**config.mk**
```make
export PLATFORM = sky130hd
export DESIGN_NAME = snn_load_ctrl_flat
export DESIGN_NICKNAME = d
export VERILOG_FILES = /design/src/rtl/snn_load_if.sv /design/src/rtl/snn_load_ctrl.sv /design/src/flat_wrapper.sv
export SDC_FILE = /design/constraint.sdc
export NUM_CORES = 1
export LEC_CHECK = 0
export CORE_ASPECT_RATIO = 0.8
export CORE_MARGIN = 2
export CORE_UTILIZATION = 50
export CTS_CLUSTER_DIAMETER = 150
export DETAILED_ROUTE_END_ITERATION = 10
export PLACE_DENSITY = 0.86
export SETUP_SLACK_MARGIN = 0.4
export SYNTH_ARGS = -nofsm -noshare
export SYNTH_HDL_FRONTEND = slang
export SYNTH_SLANG_ARGS = --single-unit
```
**constraint.sdc**
```tcl
create_clock -name clk -period 3.17 [get_ports clk]
set_input_delay 0.4755 -clock clk [delete_from_list [all_inputs] [get_ports clk]]
set_output_delay 0.4755 -clock clk [all_outputs]
set_load 0.03 [all_outputs]
```
**src/rtl/snn_load_if.sv**
```systemverilog
// -----------------------------------------------------------------------------
// snn_load_if
// Signal bundle between the SNN load/classify sequencer and its neighbours
// (UART RX/TX, 1-bit input-image RAM, SNN core).
//
// master : the sequencer (snn_load_ctrl)
//    in  : rx_rdy, rx_data, snn_done, snn_digit, tx_rdy
//    out : ram_we, ram_addr, ram_wdata, snn_start, tx_start, tx_data, busy, ovr
// slave  : the surrounding blocks; same signals with the opposite directions
// -----------------------------------------------------------------------------
interface snn_load_if #(
   parameter int ADDR_W = 10
) ();
   // UART receive side
   logic              rx_rdy;
   logic [7:0]        rx_data;
   // input-image RAM write port
   logic              ram_we;
   logic [ADDR_W-1:0] ram_addr;
   logic              ram_wdata;
   // SNN core
   logic              snn_start;
   logic              snn_done;
   logic [3:0]        snn_digit;
   // UART transmit side
   logic              tx_rdy;
   logic              tx_start;
   logic [7:0]        tx_data;
   // status
   logic              busy;
   logic              ovr;

   modport master (
      input  rx_rdy, rx_data, snn_done, snn_digit, tx_rdy,
      output ram_we, ram_addr, ram_wdata, snn_start, tx_start, tx_data, busy, ovr
   );

   modport slave (
      output rx_rdy, rx_data, snn_done, snn_digit, tx_rdy,
      input  ram_we, ram_addr, ram_wdata, snn_start, tx_start, tx_data, busy, ovr
   );
endinterface

```
**src/rtl/snn_load_ctrl.sv**
```systemverilog
// -----------------------------------------------------------------------------
// snn_load_ctrl
// Top-level sequencer of the SNN digit classifier. Unpacks received bytes
// LSB-first into the 1-bit input-image RAM (one pixel per cycle), starts the
// SNN core once the image is complete, and hands the ASCII result digit to the
// UART transmitter.
//
// Ports:
//    clk  in  system clock, everything on posedge
//    rst  in  synchronous, active-high reset
//    bus  snn_load_if.master : RX byte in, RAM write port, SNN start/done,
//         TX byte out, busy / sticky overrun status
// -----------------------------------------------------------------------------
module snn_load_ctrl #(
   parameter int NUM_PIXELS = 784,  // multiple of 8
   parameter int ADDR_W     = 10    // 2**ADDR_W >= NUM_PIXELS
) (
   input  logic       clk,
   input  logic       rst,
   snn_load_if.master bus
);

   typedef enum logic [2:0] {
      S_LOAD,
      S_UNPACK,
      S_START,
      S_COMPUTE,
      S_TX
   } state_e;

   localparam logic [ADDR_W-1:0] LAST_PIX = ADDR_W'(NUM_PIXELS - 1);

   state_e            state_q,   state_d;
   logic [7:0]        shift_q,   shift_d;
   logic [2:0]        bit_cnt_q, bit_cnt_d;
   logic [ADDR_W-1:0] pix_cnt_q, pix_cnt_d;
   logic [7:0]        tx_data_q, tx_data_d;
   logic              ovr_q,     ovr_d;

   // NOTE: sequential state is updated with non-blocking assignments only, so
   // every register samples the pre-edge value of every other register.
   always_ff @(posedge clk) begin
      if (rst) begin
         state_q   <= S_LOAD;
         shift_q   <= '0;
         bit_cnt_q <= '0;
         pix_cnt_q <= '0;
         tx_data_q <= '0;
         ovr_q     <= 1'b0;
      end else begin
         state_q   <= state_d;
         shift_q   <= shift_d;
         bit_cnt_q <= bit_cnt_d;
         pix_cnt_q <= pix_cnt_d;
         tx_data_q <= tx_data_d;
         ovr_q     <= ovr_d;
      end
   end

   // NOTE: every signal written here gets a default first; a path that leaves
   // one unassigned would infer a latch.
   always_comb begin
      state_d   = state_q;
      shift_d   = shift_q;
      bit_cnt_d = bit_cnt_q;
      pix_cnt_d = pix_cnt_q;
      tx_data_d = tx_data_q;
      // A byte that arrives outside LOAD is dropped and flagged until reset.
      ovr_d     = ovr_q | (bus.rx_rdy && (state_q != S_LOAD));

      bus.ram_we    = 1'b0;
      bus.ram_addr  = '0;
      bus.ram_wdata = 1'b0;
      bus.snn_start = 1'b0;
      bus.tx_start  = 1'b0;

      unique case (state_q)
         S_LOAD: begin
            if (bus.rx_rdy) begin
               shift_d   = bus.rx_data;
               bit_cnt_d = '0;
               state_d   = S_UNPACK;
            end
         end

         S_UNPACK: begin
            bus.ram_we    = 1'b1;
            bus.ram_addr  = pix_cnt_q;
            bus.ram_wdata = shift_q[0];
            shift_d       = {1'b0, shift_q[7:1]};
            bit_cnt_d     = bit_cnt_q + 3'd1;
            // Hold on the last pixel instead of stepping past the image.
            if (pix_cnt_q != LAST_PIX) begin
               pix_cnt_d = pix_cnt_q + ADDR_W'(1);
            end
            if (bit_cnt_q == 3'd7) begin
               state_d = (pix_cnt_q == LAST_PIX) ? S_START : S_LOAD;
            end
         end

         S_START: begin
            bus.snn_start = 1'b1;
            state_d       = S_COMPUTE;
         end

         S_COMPUTE: begin
            if (bus.snn_done) begin
               tx_data_d = (bus.snn_digit <= 4'd9) ? (8'h30 + {4'h0, bus.snn_digit})
                                                   : 8'h3F;
               state_d   = S_TX;
            end
         end

         S_TX: begin
            if (bus.tx_rdy) begin
               bus.tx_start = 1'b1;
               pix_cnt_d    = '0;
               state_d      = S_LOAD;
            end
         end

         default: state_d = S_LOAD;
      endcase
   end

   assign bus.tx_data = tx_data_q;
   assign bus.busy    = (state_q != S_LOAD);
   assign bus.ovr     = ovr_q;

endmodule

```
**src/flat_wrapper.sv**
```systemverilog
// flat-port wrapper written by rule: the top's interface ports become plain ports
module snn_load_ctrl_flat 
#(
   parameter int NUM_PIXELS = 784,                  
   parameter int ADDR_W     = 10                              
)
  (clk, rst, bus_rx_rdy, bus_rx_data, bus_snn_done, bus_snn_digit, bus_tx_rdy, bus_ram_we, bus_ram_addr, bus_ram_wdata, bus_snn_start, bus_tx_start, bus_tx_data, bus_busy, bus_ovr);
  snn_load_if #(.ADDR_W(ADDR_W)) bus_i ();
  input  logic clk;
  input  logic rst;
  input wire logic [$bits(bus_i.rx_rdy)-1:0] bus_rx_rdy;
  input wire logic [$bits(bus_i.rx_data)-1:0] bus_rx_data;
  input wire logic [$bits(bus_i.snn_done)-1:0] bus_snn_done;
  input wire logic [$bits(bus_i.snn_digit)-1:0] bus_snn_digit;
  input wire logic [$bits(bus_i.tx_rdy)-1:0] bus_tx_rdy;
  output wire logic [$bits(bus_i.ram_we)-1:0] bus_ram_we;
  output wire logic [$bits(bus_i.ram_addr)-1:0] bus_ram_addr;
  output wire logic [$bits(bus_i.ram_wdata)-1:0] bus_ram_wdata;
  output wire logic [$bits(bus_i.snn_start)-1:0] bus_snn_start;
  output wire logic [$bits(bus_i.tx_start)-1:0] bus_tx_start;
  output wire logic [$bits(bus_i.tx_data)-1:0] bus_tx_data;
  output wire logic [$bits(bus_i.busy)-1:0] bus_busy;
  output wire logic [$bits(bus_i.ovr)-1:0] bus_ovr;
  assign bus_i.rx_rdy = bus_rx_rdy;
  assign bus_i.rx_data = bus_rx_data;
  assign bus_i.snn_done = bus_snn_done;
  assign bus_i.snn_digit = bus_snn_digit;
  assign bus_i.tx_rdy = bus_tx_rdy;
  assign bus_ram_we = bus_i.ram_we;
  assign bus_ram_addr = bus_i.ram_addr;
  assign bus_ram_wdata = bus_i.ram_wdata;
  assign bus_snn_start = bus_i.snn_start;
  assign bus_tx_start = bus_i.tx_start;
  assign bus_tx_data = bus_i.tx_data;
  assign bus_busy = bus_i.busy;
  assign bus_ovr = bus_i.ovr;
  snn_load_ctrl #(.NUM_PIXELS(NUM_PIXELS), .ADDR_W(ADDR_W)) u_core (.clk(clk), .rst(rst), .bus(bus_i));
endmodule
```
# Yosys cells after proc, flatten, opt, wreduce, memory -nomap -nowiden
# Cells that the tools add are included.
[op_classes] add_sub_neg=3 order_cmp=1 eq_ne=12 mux=20 bitwise=1 n_reduce_logical=9
[op_table] operator="$mux W10" count=3
[op_table] operator="$pmux W10 S2" count=1
[op_table] operator="$mux W8" count=2
[op_table] operator="$pmux W8 S2" count=1
[op_table] operator="$mux W3" count=5
[op_table] operator="$pmux W3 S5" count=1
[op_table] operator="$add A10 B1 Y10 const B" count=1
[op_table] operator="$eq A10 B10 Y1 const B" count=1
[op_table] operator="$ne A10 B10 Y1 const B" count=1
[op_table] operator="$add A6 B4 Y7 const A" count=1
[op_table] operator="$eq A3 B2 Y1 const B" count=2
[op_table] operator="$eq A3 B3 Y1 const B" count=2
[op_table] operator="$ne A2 B2 Y1 const B" count=3
[op_table] operator="$pmux W3 S2" count=1
[op_table] operator="$mux W1" count=5
[op_table] operator="$le A4 B4 Y1 const B" count=1
[op_table] operator="$ne A2 B1 Y1 const B" count=2
[op_table] operator="$reduce_and A2 Y1" count=2
[op_table] operator="$reduce_and A4 Y1" count=1
[op_table] operator="$reduce_bool A2 Y1" count=2
[op_table] operator="$add A3 B1 Y3 const B" count=1
[op_table] operator="$eq A3 B1 Y1 const B" count=1
[op_table] operator="$logic_not A3 Y1" count=1
[op_table] operator="$reduce_and A3 Y1" count=1
[op_table] operator="other kinds (4)" count=4
[word_totals] register_bits=33 input_bits=17 out_inout_bits=24 word_cells=52

# Depth between registers and ports, before layout
# Gate-level depths: netlist of the first run.
[depth] depth_word=4 depth_mapped=6 ltp_nobuf=6

# Worst setup path after synthesis of the first run
# Ideal clock, no wire load.
[synth_path] path_kind="reg-to-output" from="register u_core.state_q[0]" to="output port bus_ram_addr[0]" arrival_time_ps=1725 t_required_ps=2694 path_slack_ps=969 path_stages_with_launch=6 n_path_buf=2 cell_sequence="dfxtp_1 or3b_1 buf_2 inv_2 clkbuf_1 and2_1"
[synth_between] elab_chain_cells=2
[synth_lines] item="from (decl)" line_no="snn_load_ctrl.sv:33" rtl="state_e state_q, state_d;"
[synth_lines] item="from (signal assigned)" line_no="snn_load_ctrl.sv:51" rtl="state_q <= state_d;"
[synth_lines] item="$eq A3 B1 Y1" line_no="snn_load_ctrl.sv:77" rtl="unique case (state_q)"
[synth_lines] item="$mux W10" line_no="snn_load_ctrl.sv:77"
[synth_lines] item="to (decl)" line_no="flat_wrapper.sv:17" rtl="output wire logic [$bits(bus_i.ram_addr)-1:0] bus_ram_addr;"
# Every way passes these cells.

# Final worst setup path of the first run
[layout_path] from="register u_core.state_q[2]" to="output port bus_ram_we"
[layout_between] elab_chain_cells=2
[layout_lines] item="$eq A3 B1 Y1" line_no="snn_load_ctrl.sv:77"
[layout_lines] item="$mux W1" line_no="snn_load_ctrl.sv:77"
[layout_lines] item="to (decl)" line_no="flat_wrapper.sv:16" rtl="output wire logic [$bits(bus_i.ram_we)-1:0] bus_ram_we;"
# Every way passes these cells.

==> tab_implementation.tex, run 1 <==
\begin{tabular}{lr}
\hline
Metric & Value \\
\hline
\multicolumn{2}{l}{\textbf{Synth}} \\
Post-synthesis cell count & 186 \\
Avg Cell Area, Syn & 8.15 µm² \\
Count of cell types in the netlist & 42 \\
Top\_reg\_cell synth & sky130\_fd\_sc\_hd\_\_dfxtp\_1 \\
Fraction of registers with async set or reset after synthesis & 0 \\
Area share of the largest cell type after synthesis & 0.396 \\
Most instantiated cells after synthesis & sky130\_fd\_sc\_hd\_\_dfxtp\_1, sky130\_fd\_sc\_hd\_\_a21oi\_1, sky130\_fd\_sc\_hd\_\_nand2\_1 \\
Most common cell in the synthesized netlist & sky130\_fd\_sc\_hd\_\_dfxtp\_1 \\
Syn Std Cell Area & 0.00152 mm² \\
EDFF count, synth & 0 \\
Synth warn & 0 \\
Number of synthesized register bits & 30 \\
Top cells by area, synth & sky130\_fd\_sc\_hd\_\_dfxtp\_1, sky130\_fd\_sc\_hd\_\_a21oi\_1, sky130\_fd\_sc\_hd\_\_and2\_1 \\
Sequential fraction of the synthesis area & 0.396 \\
Biggest area consumer among synthesized cells & sky130\_fd\_sc\_hd\_\_dfxtp\_1 \\
\multicolumn{2}{l}{\textbf{Finish}} \\
Share of layout cells above drive strength 1 & 0.0852 \\
Number of nets in the layout & 242 \\
Number of diodes & 0 \\
Synth-to-layout area growth & 34.7\% \\
\multicolumn{2}{l}{\textbf{Route}} \\
Iter 0 DRT Violations & 93 \\
TritonRoute pass-1 iters & 4 \\
Number of nets with antenna violations after routing & 0 \\
Avg Vias per Cell & 5.74 \\
Number of remaining DRC errors & 0 \\
Wire length per cell & 13.8 µm \\
Number of vias after detailed routing & 1498 \\
Total routed wirelength & 3.59 mm \\
\multicolumn{2}{l}{\textbf{Timing}} \\
Worst hold slack after final layout & 0.460 ns \\
Post-layout minimum cycle time & 2.58 ns \\
Peak Freq & 387 MHz \\
Unrepaired setup endpoints after global routing & no \\
Count of final hold-check violations & 0 \\
Max-slew headroom & 0.621 \\
Number of pins with negative max-slew slack in the final report & 0 \\
Post-route clock period utilization & 0.814 \\
Final number of setup-violating endpoints & 0 \\
Worst-case setup margin in the final layout & 0.589 ns \\
Setup Skew & 0.00628 ns \\
Slew at the pin with the worst max-slew slack & 0.564 ns \\
Total negative setup slack & 0 ns \\
\multicolumn{2}{l}{\textbf{Status}} \\
Outcome & finished, final reports clean \\
\multicolumn{2}{l}{\textbf{Power and ir drop}} \\
Reported leakage power & 0.942 nW \\
Pwr/cell area & 400 mW/mm² \\
Power, Total & 0.000818 W \\
Maximum vdd ir drop & 0.313 mV \\
\multicolumn{2}{l}{\textbf{Placed design}} \\
Weighted congestion reported at the end of routability-driven placement & 0.893 \\
IO Port Bufs & 38 \\
Setup slack after placement & 0.569 ns \\
Total half-perimeter wirelength after legalization and detailed placement & 2.58 mm \\
\multicolumn{2}{l}{\textbf{GRT}} \\
Final global-route overflow total & 0 \\
Number of antenna violations at the first check in global routing & 0 \\
Largest net degree at the start of global routing & 33 \\
Vias in the first global route & 1385 \\
Wire length of the first global-routing pass & 5.93 mm \\
Overall track demand over capacity in global routing & 0.226 \\
\multicolumn{2}{l}{\textbf{Clocking}} \\
Worst-Skew Late Latency & 0.29 ns \\
Post-CTS setup buffers & 0 \\
Sinks on Clock Net & 30 \\
Worst-case clock buffer depth & 2 \\
Clock transition at path regs & 0.07 ns \\
Clock buffers created by TritonCTS & 5 \\
Number of levels the H-tree was split into & 2 \\
Cell at the root of the clock tree & sky130\_fd\_sc\_hd\_\_clkbuf\_8 \\
TritonCTS clock tree & built \\
\multicolumn{2}{l}{\textbf{Worst setup path}} \\
Path type of the worst setup path & reg -> out \\
R2R Path Start & u\_core.state\_q[2]\$\_SDFFE\_PP0P\_ \\
CP max FO & 26 \\
R2r setup slk & 1.25 ns \\
RR Endpoint & u\_core.pix\_cnt\_q[3]\$\_SDFFE\_PP0P\_ \\
Critical Path End Type & output pin \\
Sort of element at the start of the critical path & flop \\
Number of cell instances on the worst register-to-register path & 4 \\
Req. time, crit path & 2.69 ns \\
Arrival @ worst endpoint & 2.11 ns \\
\multicolumn{2}{l}{\textbf{Hold path}} \\
Hold Path Class & reg -> reg \\
Hold worst-path end & u\_core.shift\_q[0]\$\_SDFFE\_PP0P\_ \\
Hold path startpoint & u\_core.shift\_q[0]\$\_SDFFE\_PP0P\_ \\
Cell depth of the worst min-delay path & 2 \\
\multicolumn{2}{l}{\textbf{Floorplan}} \\
Overall die area & 0.00349 mm² \\
Number of placement rows & 17 \\
Width of the die & 65.6 µm \\
Ports & 41 \\
Initial core utilization & 0.536 \\
Std-Cell Core Area & 0.00283 mm² \\
Die height & 53.3 µm \\
\multicolumn{2}{l}{\textbf{Flow run}} \\
Max capacitance violation total & 0 \\
\hline
\end{tabular}
layout by cell type (no fill, tap or decap), types with 4 or more instances in the layout:
| cell | netlist | routed |
|---|---|---|
| sky130_fd_sc_hd__a21oi_1 | 21 | 21 |
| sky130_fd_sc_hd__a22oi_1 | 6 | 6 |
| sky130_fd_sc_hd__and2_1 | 12 | 12 |
| sky130_fd_sc_hd__buf_4 | 3 | 5 |
| sky130_fd_sc_hd__clkbuf_8 | 0 | 6 |
| sky130_fd_sc_hd__clkdlybuf4s50_1 | 0 | 27 |
| sky130_fd_sc_hd__dfxtp_1 | 30 | 30 |
| sky130_fd_sc_hd__dlymetal6s2s_1 | 0 | 11 |
| sky130_fd_sc_hd__nand2_1 | 17 | 17 |
| sky130_fd_sc_hd__nand2b_1 | 4 | 4 |
| sky130_fd_sc_hd__nand3_1 | 6 | 6 |
| sky130_fd_sc_hd__nor2_1 | 15 | 15 |
| sky130_fd_sc_hd__nor3_1 | 9 | 9 |
| sky130_fd_sc_hd__o21ai_1 | 4 | 4 |
cell type report:
class / count / area (µm²)
clock buffers: 6 / 82.6
clock inverters: 2 / 12.5
fillers: 218 / 786
inverters: 2 / 10.0
multi-input cells: 140 / 845
flip-flops and latches: 30 / 601
well taps: 38 / 47.5
repair buffers: 43 / 445
per-layer routing:
layer	vias up	share of wire	track usage
met5	-	0	0
met4	0	0.0095	0.125
met3	3	0.073	0.0681
met2	54	0.50	0.381
met1	696	0.42	0.258
li1	745	-	-
worst max path at each step:
stage                                    from              end  slack, ns  cells after the start
5_1_grt        u_core.state_q[2]$_SDFFE_PP0P_       bus_ram_we       0.49                      3
2_1_floorplan  u_core.state_q[0]$_SDFFE_PP0P_  bus_ram_addr[0]       0.97                      5
3_5_place_dp   u_core.state_q[2]$_SDFFE_PP0P_  bus_ram_addr[6]       0.57                      4
4_1_cts        u_core.state_q[2]$_SDFFE_PP0P_  bus_ram_addr[6]       0.47                      4
3_3_place_gp   u_core.state_q[2]$_SDFFE_PP0P_    bus_ram_wdata       0.64                      4
6_report       u_core.state_q[2]$_SDFFE_PP0P_       bus_ram_we       0.59                      3
power breakdown:
group	switching, W	internal, W	total [W]	leakage [nW]
registers	0.00000852	0.000389	0.000398	0.244
logic	0.0000558	0.0000452	0.000101	0.651
clock network	0.000145	0.000174	0.000319	0.0472
sequential cells by signal, indices dropped and copies added (netlist names):
| signal | cells |
|---|---|
| u_core.bit_cnt_q | 3 |
| u_core.bus.ovr | 1 |
| u_core.bus.tx_data | 5 |
| u_core.pix_cnt_q | 10 |
| u_core.shift_q | 8 |
| u_core.state_q | 3 |
through the flow:
stage               std cells   util  area [µm²]
finish                    261  0.722        2040
global route              261  0.722        2040
CTS                       261  0.713        2020
detailed placement        253  0.677        1920
global placement          253  0.677        1920
floorplan                 187      -        1520
kinds of logic (layout without fill, tap and decap cells):
logic type / count (synthesis) / in the layout / share of synthesized area
compound gates: 48 / 48 / 0.193
simple gates: 85 / 85 / 0.318
mux: 2 / 2 / 0.0140
fa+ha+maj: 3 / 3 / 0.0248
buf+inv: 17 / 53 / 0.0512
other cells: 1 / 2 / 0.00247
flops: 30 / 30 / 0.396
critical path, cell delays in order (launching register included):
cell and delay [ns]:
sky130_fd_sc_hd__dfxtp_1 0.41, sky130_fd_sc_hd__or3b_4 0.48, sky130_fd_sc_hd__inv_4 0.21, sky130_fd_sc_hd__clkdlybuf4s50_1 0.71
repair_timing:
| action | CTS | global route |
|---|---|---|
| resized for setup | 2 | 11 |
| endpoints found under the setup margin | 12 | 11 |
| hold buffers | 0 | 0 |
Note: power is estimated with default switching activity, not from simulation.
==> inputs of run 2 (changes only) <==
--- a/config.mk
+++ b/config.mk
@@ -7,10 +7,10 @@
 export LEC_CHECK = 0
 export CORE_ASPECT_RATIO = 0.8
 export CORE_MARGIN = 2
-export CORE_UTILIZATION = 50
+export CORE_UTILIZATION = 43
 export CTS_CLUSTER_DIAMETER = 150
 export DETAILED_ROUTE_END_ITERATION = 10
-export PLACE_DENSITY = 0.86
+export PLACE_DENSITY = 0.79
 export SETUP_SLACK_MARGIN = 0.4
 export SYNTH_ARGS = -nofsm -noshare
 export SYNTH_HDL_FRONTEND = slang
==> constraint.sdc (replaced) <==
create_clock -name clk -period 2.14 [get_ports clk]
set_input_delay 0.321 -clock clk [delete_from_list [all_inputs] [get_ports clk]]
set_output_delay 0.321 -clock clk [all_outputs]
set_load 0.03 [all_outputs]
==> run 2 against run 1 <==
Sequential power increased by 48%. Core utilization decreased by 6.5 points. Worst hold slack about the same. Critical path depth increased by 2. Wire length increased by 12%. Power increased by 48%.
==> tab_implementation.tex, run 2 (same netlist as run 1, synthesis figures left out) <==
\begin{tabular}{lr}
\hline
Metric & Value \\
\hline
\multicolumn{2}{l}{\textbf{Status}} \\
Outcome & finished, final reports clean \\
\multicolumn{2}{l}{\textbf{Route}} \\
Total routed wirelength & 4.04 mm \\
Wire length per cell & 14.4 µm \\
Number of remaining DRC errors & 0 \\
Iter 0 DRT Violations & 149 \\
Avg Vias per Cell & 5.63 \\
Number of vias after detailed routing & 1583 \\
TritonRoute pass-1 iters & 5 \\
Number of nets with antenna violations after routing & 0 \\
\multicolumn{2}{l}{\textbf{GRT}} \\
Number of antenna violations at the first check in global routing & 0 \\
Overall track demand over capacity in global routing & 0.211 \\
Final global-route overflow total & 0 \\
Largest net degree at the start of global routing & 18 \\
Vias in the first global route & 1468 \\
Wire length of the first global-routing pass & 6.66 mm \\
\multicolumn{2}{l}{\textbf{Worst setup path}} \\
Max stage delay cell, worst path & sky130\_fd\_sc\_hd\_\_or3b\_4 \\
Sort of element at the start of the critical path & flop \\
R2R Path Start & u\_core.state\_q[0]\$\_SDFFE\_PP0P\_ \\
Ordered cell list for the critical path & or3b\_4, inv\_8, buf\_12, and2\_4, buf\_6 \\
Worst path buffer plus inverter count & 3 \\
Crit-path leading delay family & simple AND/OR/NAND/NOR gates \\
R2r setup slk & 0.37 ns \\
Critical Path End Type & output pin \\
Path type of the worst setup path & reg -> out \\
Number of cell instances on the worst register-to-register path & 7 \\
RR Endpoint & u\_core.pix\_cnt\_q[3]\$\_SDFFE\_PP0P\_ \\
Arrival @ worst endpoint & 1.52 ns \\
CP max FO & 8 \\
Req. time, crit path & 1.82 ns \\
Maximum cell stage delay along the critical path & 0.43 ns \\
\multicolumn{2}{l}{\textbf{Placed design}} \\
Weighted congestion reported at the end of routability-driven placement & 0.786 \\
IO Port Bufs & 38 \\
Total half-perimeter wirelength after legalization and detailed placement & 2.56 mm \\
\multicolumn{2}{l}{\textbf{Hold path}} \\
Hold Path Class & reg -> reg \\
Hold path startpoint & u\_core.shift\_q[5]\$\_SDFFE\_PP0P\_ \\
Hold worst-path end & u\_core.shift\_q[5]\$\_SDFFE\_PP0P\_ \\
Cell depth of the worst min-delay path & 2 \\
\multicolumn{2}{l}{\textbf{Finish}} \\
Synth-to-layout area growth & 47.4\% \\
Commonest cells after routing, fill and taps aside & sky130\_fd\_sc\_hd\_\_dfxtp\_1, sky130\_fd\_sc\_hd\_\_clkdlybuf4s50\_1, sky130\_fd\_sc\_hd\_\_a21oi\_1 \\
Post-layout utilization of the core & 0.658 \\
Share of layout cells above drive strength 1 & 0.301 \\
Most common cell after layout, fill and taps aside & sky130\_fd\_sc\_hd\_\_dfxtp\_1 \\
Number of diodes & 0 \\
Biggest register & u\_core.pix\_cnt\_q \\
Fillers & 274 \\
Flip-flop count of the largest register after layout & 10 \\
Number of nets in the layout & 259 \\
\multicolumn{2}{l}{\textbf{Clocking}} \\
TritonCTS clock tree & built \\
Hold buffers post-CTS & 0 \\
Number of levels the H-tree was split into & 2 \\
Worst-case clock buffer depth & 2 \\
Clock buffers created by TritonCTS & 5 \\
Sinks on Clock Net & 30 \\
Clock transition at path regs & 0.06 ns \\
Cell at the root of the clock tree & sky130\_fd\_sc\_hd\_\_clkbuf\_8 \\
Worst-Skew Late Latency & 0.29 ns \\
\multicolumn{2}{l}{\textbf{Power and ir drop}} \\
Pwr/cell area & 541 mW/mm² \\
Reported leakage power & 0.887 nW \\
Maximum vdd ir drop & 0.448 mV \\
\multicolumn{2}{l}{\textbf{Timing}} \\
Setup Skew & 0.00439 ns \\
Total negative setup slack & 0 ns \\
Post-route clock period utilization & 0.860 \\
Post-layout minimum cycle time & 1.84 ns \\
Count of final hold-check violations & 0 \\
Final number of setup-violating endpoints & 0 \\
Peak Freq & 543 MHz \\
Unrepaired setup endpoints after global routing & yes \\
Number of pins with negative max-slew slack in the final report & 0 \\
\multicolumn{2}{l}{\textbf{Floorplan}} \\
Std-Cell Core Area & 0.00340 mm² \\
Overall die area & 0.00402 mm² \\
Die height & 57.1 µm \\
Width of the die & 70.4 µm \\
Initial core utilization & 0.446 \\
Number of placement rows & 19 \\
Ports & 41 \\
\multicolumn{2}{l}{\textbf{Flow run}} \\
Max capacitance violation total & 0 \\
\hline
\end{tabular}
## run 2: changes by cell type in the layout (fill, tap and decap cells not counted), moves of 4 or more
cell | previous run | this run
sky130_fd_sc_hd__and2_1 | 12 | 1
sky130_fd_sc_hd__and2_4 | 0 | 11
sky130_fd_sc_hd__buf_4 | 5 | 20
sky130_fd_sc_hd__buf_6 | 0 | 14
sky130_fd_sc_hd__clkdlybuf4s50_1 | 27 | 23
sky130_fd_sc_hd__dfxtp_1 | 30 | 25
sky130_fd_sc_hd__dfxtp_2 | 0 | 4
sky130_fd_sc_hd__dlymetal6s2s_1 | 11 | 0
## run 2: cell type report
class,count,area (µm²),area share
multi-input combinational,140,906,0.405
sequential,30,609,0.273
timing repair buffer,60,574,0.257
clock buffer,5,68.8,0.0308
tap,42,52.6,0.0235
inverter,2,15.0,0.00672
clock inverter,2,10.0,0.00448
## run 2: layer usage
| metal | up-vias | track usage | share of wire |
|---|---|---|---|
| li1 | 776 | - | - |
| met1 | 737 | 0.271 | 0.43 |
| met2 | 59 | 0.330 | 0.48 |
| met3 | 11 | 0.0530 | 0.059 |
| met4 | 0 | 0.107 | 0.022 |
| met5 | - | 0 | 0 |
## run 2: timing repair
action,in CTS,in global routing
setup buffers,9,2
pin swaps,1,3
setup endpoints to repair,17,33
resized for setup,20,31
## run 2: worst max path at each step
stage / from / end / slack (ns) / cells after the start
2_1_floorplan: u_core.state_q[0]$_SDFFE_PP0P_ / bus_ram_addr[0] / 0.42 / 5
6_report: u_core.state_q[0]$_SDFFE_PP0P_ / bus_ram_addr[1] / 0.30 / 5
4_1_cts: u_core.state_q[2]$_SDFFE_PP0P_ / bus_ram_addr[1] / 0.30 / 5
5_1_grt: u_core.state_q[0]$_SDFFE_PP0P_ / bus_ram_addr[1] / 0.27 / 5
3_5_place_dp: u_core.state_q[1]$_SDFFE_PP0P_ / u_core.pix_cnt_q[3]$_SDFFE_PP0P_ / 0.26 / 5
3_3_place_gp: u_core.state_q[1]$_SDFFE_PP0P_ / u_core.pix_cnt_q[3]$_SDFFE_PP0P_ / 0.30 / 5
## run 2: worst min-delay path, delay by kind of cell, from the launching register on
family          cells  cell delay [ns]
compound gates      1             0.05
simple gates        1             0.05
flops               1             0.31
## run 2: metrics by stage
step	hold slack, ns	total power [W]	instance area [µm²]	setup WS (ns)	instances
after CTS	0.462	0.00120	2150	0.305	279
after global routing	0.481	0.00126	2240	0.265	281
after detailed placement	0.446	0.000751	1950	0.258	263
final	0.460	0.00121	2240	0.300	281
after global placement	0.442	0.000748	1950	0.301	263
after floorplan	0.432	0.000688	1540	0.415	187
## run 2: report_power, final
part,switching (W),internal [W],leakage (nW)
sequential,0.0000130,0.000576,0.246
combinational,0.0000946,0.0000950,0.597
clock,0.000213,0.000217,0.0438
==> inputs of run 3 (changes only) <==
--- a/config.mk
+++ b/config.mk
@@ -7,10 +7,11 @@
 export LEC_CHECK = 0
 export CORE_ASPECT_RATIO = 0.8
 export CORE_MARGIN = 2
-export CORE_UTILIZATION = 43
+export CORE_UTILIZATION = 45
+export CTS_BUF_LIST = sky130_fd_sc_hd__clkbuf_4 sky130_fd_sc_hd__clkbuf_8
 export CTS_CLUSTER_DIAMETER = 150
 export DETAILED_ROUTE_END_ITERATION = 10
-export PLACE_DENSITY = 0.79
+export PLACE_DENSITY = 0.82
 export SETUP_SLACK_MARGIN = 0.4
 export SYNTH_ARGS = -nofsm -noshare
 export SYNTH_HDL_FRONTEND = slang
==> run 3 against run 2 <==
Combinational power shrank 6%. Cell area shrank 2.0%. Cell count shrank 1.4%. Sequential share of layout area grew 0.39 points. Critical path type unchanged.
==> tab_implementation.tex, run 3 (same netlist as run 1, synthesis figures left out) <==
\begin{tabular}{lr}
\hline
Metric & Value \\
\hline
\multicolumn{2}{l}{\textbf{Floorplan}} \\
Number of placement rows & 18 \\
Ports & 41 \\
Std-Cell Core Area & 0.00315 mm² \\
Initial core utilization & 0.481 \\
Overall die area & 0.00385 mm² \\
Width of the die & 68.9 µm \\
Die height & 55.9 µm \\
\multicolumn{2}{l}{\textbf{Worst setup path}} \\
Sort of element at the start of the critical path & flop \\
CP max FO & 5 \\
Maximum cell stage delay along the critical path & 0.48 ns \\
Worst path buffer plus inverter count & 2 \\
Arrival @ worst endpoint & 1.46 ns \\
Launching instance or port of the critical path & u\_core.state\_q[1]\$\_SDFFE\_PP0P\_ \\
Crit-path leading delay family & simple AND/OR/NAND/NOR gates \\
Number of cell instances on the worst register-to-register path & 6 \\
Max stage delay cell, worst path & sky130\_fd\_sc\_hd\_\_or3b\_4 \\
R2r setup slk & 0.47 ns \\
Req. time, crit path & 1.82 ns \\
Path type of the worst setup path & reg -> out \\
RR Endpoint & u\_core.pix\_cnt\_q[3]\$\_SDFFE\_PP0P\_ \\
Critical Path End Type & output pin \\
R2R Path Start & u\_core.state\_q[1]\$\_SDFFE\_PP0P\_ \\
Ordered cell list for the critical path & or3b\_4, inv\_4, and2\_4, buf\_6 \\
\multicolumn{2}{l}{\textbf{Timing}} \\
Total negative setup slack & 0 ns \\
Post-route clock period utilization & 0.832 \\
Setup Skew & 0.00612 ns \\
Unrepaired setup endpoints after global routing & yes \\
Final number of setup-violating endpoints & 0 \\
Peak Freq & 562 MHz \\
Post-layout minimum cycle time & 1.78 ns \\
Worst-case setup margin in the final layout & 0.360 ns \\
Count of final hold-check violations & 0 \\
Number of pins with negative max-slew slack in the final report & 0 \\
\multicolumn{2}{l}{\textbf{Status}} \\
Outcome & finished, final reports clean \\
\multicolumn{2}{l}{\textbf{Power and ir drop}} \\
Pwr/cell area & 559 mW/mm² \\
Power, Total & 0.00122 W \\
Reported leakage power & 0.872 nW \\
Maximum vdd ir drop & 0.400 mV \\
\multicolumn{2}{l}{\textbf{Hold path}} \\
Cell depth of the worst min-delay path & 2 \\
Hold worst-path end & u\_core.shift\_q[0]\$\_SDFFE\_PP0P\_ \\
Hold Path Class & reg -> reg \\
Hold path startpoint & u\_core.shift\_q[0]\$\_SDFFE\_PP0P\_ \\
\multicolumn{2}{l}{\textbf{Route}} \\
Iter 0 DRT Violations & 173 \\
Number of nets with antenna violations after routing & 0 \\
Avg Vias per Cell & 5.65 \\
TritonRoute pass-1 iters & 4 \\
Wire length per cell & 14.1 µm \\
Number of remaining DRC errors & 0 \\
Number of vias after detailed routing & 1564 \\
Total routed wirelength & 3.90 mm \\
\multicolumn{2}{l}{\textbf{Placed design}} \\
Weighted congestion reported at the end of routability-driven placement & 0.812 \\
IO Port Bufs & 38 \\
Setup slack after placement & 0.304 ns \\
Total half-perimeter wirelength after legalization and detailed placement & 2.62 mm \\
\multicolumn{2}{l}{\textbf{Finish}} \\
Synth-to-layout area growth & 44.5\% \\
FF+latch area & 606 µm² \\
Flip-flop count of the largest register after layout & 10 \\
Share of layout cells above drive strength 1 & 0.287 \\
Fillers & 256 \\
Number of nets in the layout & 257 \\
Biggest register & u\_core.pix\_cnt\_q \\
Commonest cells after routing, fill and taps aside & sky130\_fd\_sc\_hd\_\_dfxtp\_1, sky130\_fd\_sc\_hd\_\_clkdlybuf4s50\_1, sky130\_fd\_sc\_hd\_\_a21oi\_1 \\
Most common cell after layout, fill and taps aside & sky130\_fd\_sc\_hd\_\_dfxtp\_1 \\
Number of diodes & 0 \\
Area of the multi-input gates & 892 µm² \\
\multicolumn{2}{l}{\textbf{GRT}} \\
Largest net degree at the start of global routing & 19 \\
Number of antenna violations at the first check in global routing & 0 \\
Wire length of the first global-routing pass & 6.42 mm \\
Overall track demand over capacity in global routing & 0.225 \\
Vias in the first global route & 1402 \\
Final global-route overflow total & 0 \\
\multicolumn{2}{l}{\textbf{Clocking}} \\
Clock buffers created by TritonCTS & 5 \\
Hold buffers post-CTS & 0 \\
Clock transition at path regs & 0.06 ns \\
Worst-Skew Late Latency & 0.29 ns \\
TritonCTS clock tree & built \\
Worst-case clock buffer depth & 2 \\
Cell at the root of the clock tree & sky130\_fd\_sc\_hd\_\_clkbuf\_8 \\
Sinks on Clock Net & 30 \\
Number of levels the H-tree was split into & 2 \\
\multicolumn{2}{l}{\textbf{Flow run}} \\
Max capacitance violation total & 0 \\
\hline
\end{tabular}
[run 3: changes by cell type in the layout (fill, tap and decap cells not counted), moves of 2 or more]
cell / change
sky130_fd_sc_hd__clkbuf_4: +2
sky130_fd_sc_hd__clkinv_2: -2
sky130_fd_sc_hd__buf_4: -3
sky130_fd_sc_hd__inv_4: +2
[run 3: how the worst max path moves through the flow]
stage,endpoint,slack (ns),cells past startpoint
global placement,u_core.pix_cnt_q[3]$_SDFFE_PP0P_,0.38,5
floorplan,bus_ram_addr[0],0.42,5
finish,bus_ram_addr[2],0.36,4
detailed placement,u_core.pix_cnt_q[3]$_SDFFE_PP0P_,0.30,5
global route,bus_ram_addr[8],0.32,4
CTS,bus_ram_addr[1],0.34,4
[run 3: area by class of cell]
| type | count | area share |
|---|---|---|
| clock buffers | 7 | 0.0383 |
| inverters | 2 | 0.00685 |
| multi-input cells | 140 | 0.407 |
| flip-flops and latches | 30 | 0.276 |
| well taps | 40 | 0.0228 |
| repair buffers | 56 | 0.243 |
| repair inverters | 2 | 0.00571 |
[run 3: metal layers]
layer  track usage  vias to the layer above  wire length, µm
li1              -                      774                -
met1         0.320                      719             1760
met2         0.298                       63             1780
met3        0.0850                        8              290
met4        0.0980                        0               71
met5             0                        -                0
[run 3: worst min-delay path, stage by stage, from the launching register on]
cell and delay (ns):
sky130_fd_sc_hd__dfxtp_1 0.31, sky130_fd_sc_hd__nand2_1 0.05, sky130_fd_sc_hd__a21oi_1 0.05
[run 3: metrics by stage]
stage / hold slack, ns / instances / instance area, µm² / utilization
finish: 0.463 / 277 / 2190 / 0.695
global route: 0.486 / 277 / 2190 / 0.695
CTS: 0.459 / 275 / 2150 / 0.683
detailed placement: 0.451 / 261 / 1940 / 0.617
global placement: 0.445 / 261 / 1940 / 0.617
floorplan: 0.432 / 187 / 1540 / -
[run 3: repair_timing]
item	CTS	global route
setup endpoints to repair	23	29
resized for setup	32	13
cloned	2	0
buffers inserted	5	2
pin swaps	3	2
[run 3: power by group]
part | leakage (nW) | internal (W) | switching, W | total, W
logic | 0.581 | 0.0000862 | 0.0000931 | 0.000179
registers | 0.246 | 0.000577 | 0.0000123 | 0.000589
clock network | 0.0452 | 0.000249 | 0.000207 | 0.000455
